==> config.mk <==
export PLATFORM = sky130hd
export DESIGN_NAME = data_axi_bridge
export DESIGN_NICKNAME = d
export VERILOG_FILES = /design/src/rtl/data_axi_bridge.sv
export SDC_FILE = /design/constraint.sdc
export NUM_CORES = 1
export LEC_CHECK = 0
export CORE_AREA = 2 2 118 120
export DETAILED_ROUTE_END_ITERATION = 10
export DIE_AREA = 0 0 120 122
export GPL_TIMING_DRIVEN = 0
export HOLD_SLACK_MARGIN = 0.03
export PLACE_DENSITY = 0.67
export SYNTH_ARGS = -nofsm -noshare
export SYNTH_HDL_FRONTEND = slang
export SYNTH_SLANG_ARGS = --single-unit
==> constraint.sdc <==
create_clock -name clk -period 7.3 [get_ports clk]
set_clock_uncertainty 0.1 [all_clocks]
set_input_delay 1.825 -clock clk [delete_from_list [all_inputs] [get_ports clk]]
set_output_delay 1.825 -clock clk [all_outputs]
set_load 0.1 [all_outputs]
==> src/rtl/data_axi_bridge.sv <==
// data_axi_bridge: bridges the MEM-stage SRAM-like data port to an AXI3 master, one transaction at a time.
// Optional feature macro WRITE_RESP_WAIT_EN: writes complete on the B response; undefined, writes are posted.
module data_axi_bridge #(
  parameter logic [3:0] RD_ID = 4'd0,
  parameter logic [3:0] WR_ID = 4'd1
) (
  input  logic        clk,
  input  logic        rst,
  input  logic        data_req,
  input  logic        data_wr,
  input  logic [1:0]  data_size,
  input  logic [31:0] data_addr,
  input  logic [31:0] data_wdata,
  output logic        data_addr_ok,
  output logic        data_data_ok,
  output logic [31:0] data_rdata,
  output logic [3:0]  arid,
  output logic [31:0] araddr,
  output logic [3:0]  arlen,
  output logic [2:0]  arsize,
  output logic [1:0]  arburst,
  output logic [1:0]  arlock,
  output logic [3:0]  arcache,
  output logic [2:0]  arprot,
  output logic        arvalid,
  input  logic        arready,
  input  logic [3:0]  rid,
  input  logic [31:0] rdata,
  input  logic [1:0]  rresp,
  input  logic        rlast,
  input  logic        rvalid,
  output logic        rready,
  output logic [3:0]  awid,
  output logic [31:0] awaddr,
  output logic [3:0]  awlen,
  output logic [2:0]  awsize,
  output logic [1:0]  awburst,
  output logic [1:0]  awlock,
  output logic [3:0]  awcache,
  output logic [2:0]  awprot,
  output logic        awvalid,
  input  logic        awready,
  output logic [3:0]  wid,
  output logic [31:0] wdata,
  output logic [3:0]  wstrb,
  output logic        wlast,
  output logic        wvalid,
  input  logic        wready,
  input  logic [3:0]  bid,
  input  logic [1:0]  bresp,
  input  logic        bvalid,
  output logic        bready
);

  typedef enum logic [2:0] {IDLE, RD_ADDR, RD_DATA, WR_ADDR, WR_RESP} state_e;

  state_e      state_q, state_d;
  logic        aw_done_q, aw_done_d;
  logic        w_done_q, w_done_d;
  logic [31:0] addr_q, wdata_q;
  logic [1:0]  size_q;
  logic        accept_ok;
  logic        aw_fire, w_fire, wr_both;

  // IDs, response codes and rlast carry no information for a single-outstanding bridge
  logic unused_axi_fields;
  assign unused_axi_fields = ^{rid, rresp, rlast, bid, bresp};

  assign arlen   = 4'd0;
  assign awlen   = 4'd0;
  assign arburst = 2'b01;
  assign awburst = 2'b01;
  assign arlock  = 2'd0;
  assign awlock  = 2'd0;
  assign arcache = 4'd0;
  assign awcache = 4'd0;
  assign arprot  = 3'd0;
  assign awprot  = 3'd0;

  assign arid   = RD_ID;
  assign araddr = addr_q;
  assign arsize = {1'b0, size_q};
  assign awid   = WR_ID;
  assign awaddr = addr_q;
  assign awsize = {1'b0, size_q};
  assign wid    = WR_ID;
  assign wdata  = wdata_q;
  assign wlast  = 1'b1;

  assign arvalid = (state_q == RD_ADDR);
  assign rready  = (state_q == RD_DATA);
  assign awvalid = (state_q == WR_ADDR) & ~aw_done_q;
  assign wvalid  = (state_q == WR_ADDR) & ~w_done_q;

  assign aw_fire = awvalid & awready;
  assign w_fire  = wvalid & wready;
  // Leave WR_ADDR as soon as both channels are done, including handshakes happening this cycle
  assign wr_both = (aw_done_q | aw_fire) & (w_done_q | w_fire);

  assign data_addr_ok = data_req & (state_q == IDLE) & accept_ok;

  always_comb begin
    case (size_q)
      2'd0:    wstrb = 4'b0001 << addr_q[1:0];
      2'd1:    wstrb = 4'b0011 << {addr_q[1], 1'b0};
      default: wstrb = 4'b1111;
    endcase
  end

`ifdef WRITE_RESP_WAIT_EN
  assign accept_ok = 1'b1;
  assign bready    = (state_q == WR_RESP);
`else
  logic [1:0] bcnt_q, bcnt_d;
  logic       bcnt_inc, bcnt_dec;

  // Reads wait for every posted write to be acknowledged; writes stop when the counter is full
  assign accept_ok = data_wr ? (bcnt_q != 2'd3) : (bcnt_q == 2'd0);
  assign bready    = 1'b1;
  assign bcnt_inc  = (state_q == WR_ADDR) & wr_both;
  assign bcnt_dec  = bvalid & (bcnt_q != 2'd0);

  always_comb begin
    bcnt_d = bcnt_q;
    case ({bcnt_inc, bcnt_dec})
      2'b10:   bcnt_d = bcnt_q + 2'd1;
      2'b01:   bcnt_d = bcnt_q - 2'd1;
      default: bcnt_d = bcnt_q;
    endcase
  end

  always_ff @(posedge clk or negedge rst) begin
    if (!rst) bcnt_q <= 2'd0;
    else      bcnt_q <= bcnt_d;
  end
`endif

  always_comb begin
    state_d      = state_q;
    aw_done_d    = aw_done_q;
    w_done_d     = w_done_q;
    data_data_ok = 1'b0;
    data_rdata   = 32'd0;
    case (state_q)
      IDLE: begin
        if (data_addr_ok) begin
          state_d   = data_wr ? WR_ADDR : RD_ADDR;
          aw_done_d = 1'b0;
          w_done_d  = 1'b0;
        end
      end
      RD_ADDR: begin
        if (arready) state_d = RD_DATA;
      end
      RD_DATA: begin
        data_rdata = rdata;
        if (rvalid) begin
          data_data_ok = 1'b1;
          state_d      = IDLE;
        end
      end
      WR_ADDR: begin
        aw_done_d = aw_done_q | aw_fire;
        w_done_d  = w_done_q | w_fire;
        if (wr_both) begin
`ifdef WRITE_RESP_WAIT_EN
          state_d = WR_RESP;
`else
          data_data_ok = 1'b1;
          state_d      = IDLE;
`endif
        end
      end
      WR_RESP: begin
        if (bvalid) begin
          data_data_ok = 1'b1;
          state_d      = IDLE;
        end
      end
      default: state_d = IDLE;
    endcase
  end

  always_ff @(posedge clk or negedge rst) begin
    if (!rst) begin
      state_q   <= IDLE;
      aw_done_q <= 1'b0;
      w_done_q  <= 1'b0;
    end else begin
      state_q   <= state_d;
      aw_done_q <= aw_done_d;
      w_done_q  <= w_done_d;
    end
  end

  // Request payload is only meaningful after an accept, so it carries no reset
  always_ff @(posedge clk) begin
    if (data_addr_ok) begin
      addr_q  <= data_addr;
      size_q  <= data_size;
      wdata_q <= data_wdata;
    end
  end

endmodule

; ---- Yosys cells after proc, flatten, opt, wreduce, memory -nomap -nowiden
; Index checks and enable logic that the tools add are counted.
[op_classes]
shift = 2
n_eq_ne = 13
reduce_logical = 8
bitwise = 13
muxes = 18
add_sub_neg = 2
[ops]
columns = op, count
row1 = $mux 32, 1
row2 = $mux 3, 5
row3 = $pmux 3 s5, 1
row4 = $ne 2x2->1 const B, 5
row5 = $and 1x1->1, 9
row6 = $pmux 4 s2, 1
row7 = $eq 3x2->1 const B, 2
row8 = $reduce_bool 2->1, 3
row9 = $mux 1, 5
row10 = $reduce_and 5->1, 1
row11 = $eq 2x1->1 const B, 2
row12 = $logic_not 2->1, 2
row13 = $pmux 1 s2, 2
row14 = $pmux 2 s2, 1
row15 = $shl 1x2->4 const A, 1
row16 = $shl 2x2->4 const A, 1
row17 = $eq 3x1->1 const B, 1
row18 = $eq 3x3->1 const B, 1
row19 = $logic_not 3->1, 1
row20 = $pmux 1 s3, 1
row21 = $add 2x1->2 const B, 1
row22 = $eq 2x2->1 const B, 1
row23 = $mux 2, 1
row24 = $ne 2x1->1 const B, 1
row25 = other kinds (4), 6
[totals]
register_bits = 73
input_bits = 120

; ---- Logic depth before layout (Yosys ltp)
[logic_depth]
word_depth = 8
ltp_mapped = 6
ltp_nobuf = 6

; ---- Worst setup path before layout
; No wires, ideal clock.
[synth_path]
path_kind = input -> output
from = input port awready
to = output port data_data_ok
slack_ns = 1.258
arrival_ns = 4.117
n_path_buf = 0
cell_stages = 2
t_required_ns = 5.375
cell_sequence = o221ai_1 > a21boi_0
[synth_via]
elab_chain_len = 5
[synth_rtl]
columns = element, line_no
row1 = start: declaration, 42  ; input logic awready,
row2 = $and 1x1->1, 95  ; assign aw_fire = awvalid & awready;
row3 = $or 1x1->1, 98  ; assign wr_both = (aw_done_q | aw_fire) & (w_done_q | w_fire);
row4 = $and 1x1->1, 98
row5 = $mux 1, 165  ; if (wr_both) begin
row6 = $pmux 1 s3, 144  ; case (state_q)
row7 = end: declaration, 15  ; output logic data_data_ok,
; Every way passes these cells.

; ---- Final worst setup path
[layout_path]
from = input port data_req
to = output port data_addr_ok
[layout_via]
elab_chain_len = 2
[layout_rtl]
columns = element, line_no
row1 = start: declaration, 9  ; input logic data_req,
row2 = $and 1x1->1 (2 in series), 100  ; assign data_addr_ok = data_req & (state_q == IDLE) & accept_ok;
row3 = end: declaration, 14  ; output logic data_addr_ok,
; Every way passes these cells.

==> impl_metrics.toml <==
[global_route]
antenna_found_initial = 0
grt_pass1_vias = 2537
grt_max_degree = 68
track_usage = 0.114
grt_pass1_wl_um = 12800
grt-ovfl-total = 0

[floorplan]
core-area_sq_mm = 0.0135
dieArea_sq_mm = 0.0146
die_w_um = 120
ios = 308
die_h_um = 122
placementRows = 43
initial_utilization = 0.239

[clock_tree]
clkSlewWorstSetupHoldPaths_ps = 60
clock_sink_count = 72
cts_tree = "done"
clkLatencyLatePin_ps = 320
cts_resized = 0
cts-root-buf = "clkbuf_16"
ctsHoldBuffers = 0
cts_setup_buffers = 0
htreeDepth = 3
clockBufferDepth = 2
numCtsBuffers = 9

[status]
status = "completed"

[worst_hold_path]
whs_endpoint = "bcnt_q[0]"
hold_path.startpoint = "bcnt_q[0]"
holdPathStages = 1
min_path_type = "reg2reg"

[layout]
multi_input_comb_area_sq_um = 619
seqCellArea_sq_mm = 0.00213
antenna_cells = 0
mostFrequentLayoutCell = "clkdlybuf4s50_1"
layout_common_cells = "clkdlybuf4s50_1 (248), buf_4 (82), edfxtp_1 (66), conb_1 (46), and2_1 (32)"
final_area_sq_mm = 0.00636
area_growth_pct = 97.0
nFillCells = 1201
final_layout_size_suffix_gt1_frac = 0.186
fin_nets = 653
final_util = 0.471

[worst_setup_path]
cpMaxStageDelayCell = "clkdlybuf4s50_1"
worst-setup-path-type = "in2out"
crit_chain = "clkdlybuf4s50_1 -> nor3b_2 -> and2_4 -> clkdlybuf4s50_1"
cpMostUsedCell = "clkdlybuf4s50_1"
reg2reg_depth = 3
start_kind = "input port"
r2r-start = "state_q[1]"
crit_path_max_fanout = 67
cp.arrival_ps = 4710
rr_endpoint = "araddr[27]"
worst_path_largest_cell_delay_ps = 1280
r2r_slack_ps = 5090
cp-end-kind = "primary output"
crit_required_ps = 5380

[timing]
tightest_slew_ps = 1020
fin_ws_ps = 663
fmax_ghz = 0.151
setup_violations = 0
finalCritPeriodShare = 0.909
setup_tns_ps = 0
hold_viol = 0
rsz0062_at_grt = "no"
relSlewSlack = 0.318
slew_violations = 0
period_needed_ps = 6640

[detailed_routing]
ant_nets = 0
num_vias = 2610
drt_iter0_drc = 118
avgRoutedWirePerCell_um = 12.2
wl_um = 8750
drc = 0
viasPerCell = 3.64
first_pass_iters = 4

[placement]
io_buffers = 248
dpl.hpwl_um = 7150
dp_slack_ps = 666
placedInstanceArea_sq_mm = 0.00610
globalplace.congestion = 0.828

[power]
power_density_mw_per_mm2 = 443
leakagePower_uw = 0.00254
vdd_ir_drop_max_uv = 231
finalPower_uw = 2820

[flow_run]
maxCapViolCount = 0

[logic_synthesis]
yosys_register_bits = 72
yosysWarnings = 0
synth-seq-area-share = 0.661
syn_inst = 229
avgSynthCellArea_sq_um = 14.1
syn_area_sq_mm = 0.00323
synth_cell_type_count = 31
==> cell families after synthesis <==
group                      synth area share
DFF                                   0.661
AOI/OAI and AO/OA                    0.0318
other                               0.00233
xor gates and xnor gates            0.00814
adders and majority gates           0.00737
muxes                               0.00310
and+or+nand+nor                      0.0876
buffers and inverters                 0.199
==> worst max-delay path by stage <==
stage	startpoint	endpoint	slack [ps]
after floorplan	awready	data_data_ok	1260
after global placement	data_req	data_addr_ok	140
after detailed placement	data_req	data_addr_ok	670
after CTS	data_req	data_addr_ok	660
after global routing	data_req	data_addr_ok	480
final	data_req	data_addr_ok	660
==> power breakdown <==
| group | switching [uW] | internal [uW] | total, uW |
|---|---|---|---|
| Clock | 149 | 226 | 375 |
| Combinational | 1430 | 415 | 1840 |
| Sequential | 41.2 | 559 | 600 |
==> cells in the mapped netlist, drive strengths merged <==
cell | number | area share
inv | 3 | 0.0035
o21a | 1 | 0.0023
and2 | 33 | 0.064
xnor2 | 3 | 0.0081
mux2i | 1 | 0.0031
maj3 | 1 | 0.0035
a31oi | 2 | 0.0039
o21bai | 2 | 0.0047
a21o | 2 | 0.0047
nor2 | 4 | 0.0047
nand2 | 3 | 0.0035
nor2b | 1 | 0.0019
a22o | 1 | 0.0027
buf | 83 | 0.19
nor3b | 1 | 0.0039
o221ai | 1 | 0.0027
ha | 1 | 0.0039
nand3 | 2 | 0.0031
and2b | 1 | 0.0023
o22a | 1 | 0.0027
conb | 2 | 0.0023
a21boi | 1 | 0.0023
clkbuf | 2 | 0.0031
a32oi | 1 | 0.0027
a21oi | 2 | 0.0031
nand2b | 2 | 0.0039
edfxtp | 66 | 0.61
dfrtp | 6 | 0.047
==> registers in the layout, indices dropped and copies added, names as in the netlist <==
signal     cells
w_done_q       1
bcnt_q         2
araddr        32
aw_done_q      1
wdata         32
size_q         2
state_q        2
==> critical path: cells and delay by family <==
kind                   cells  cell delay (ps)
buffers and inverters      2             1730
AND/OR/NAND/NOR            2             1070
==> cell type report <==
type / count / share of cell area
Clock inverter: 5 / 0.00374
Tap cell: 180 / 0.0354
Buffer: 85 / 0.0992
Timing Repair Buffer: 248 / 0.390
Clock buffer: 11 / 0.0366
Inverter: 3 / 0.00177
Multi-Input combinational cell: 113 / 0.0974
Sequential cell: 72 / 0.335
==> layer usage <==
metal | vias up | track usage | wire (um)
met1 | 1164 | 0.116 | 3030
met4 | 0 | 0.0309 | 48
met2 | 181 | 0.215 | 4690
met3 | 5 | 0.0449 | 984
li1 | 1260 | - | -
met5 | - | 0 | 0
==> stage by stage <==
step                hold WS [ps]  std cells
floorplan                    435        273
global placement             457        701
detailed placement           474        701
CTS                          480        717
global route                 510        717
finish                       480        717
Note: power is estimated with default switching activity, not from simulation.
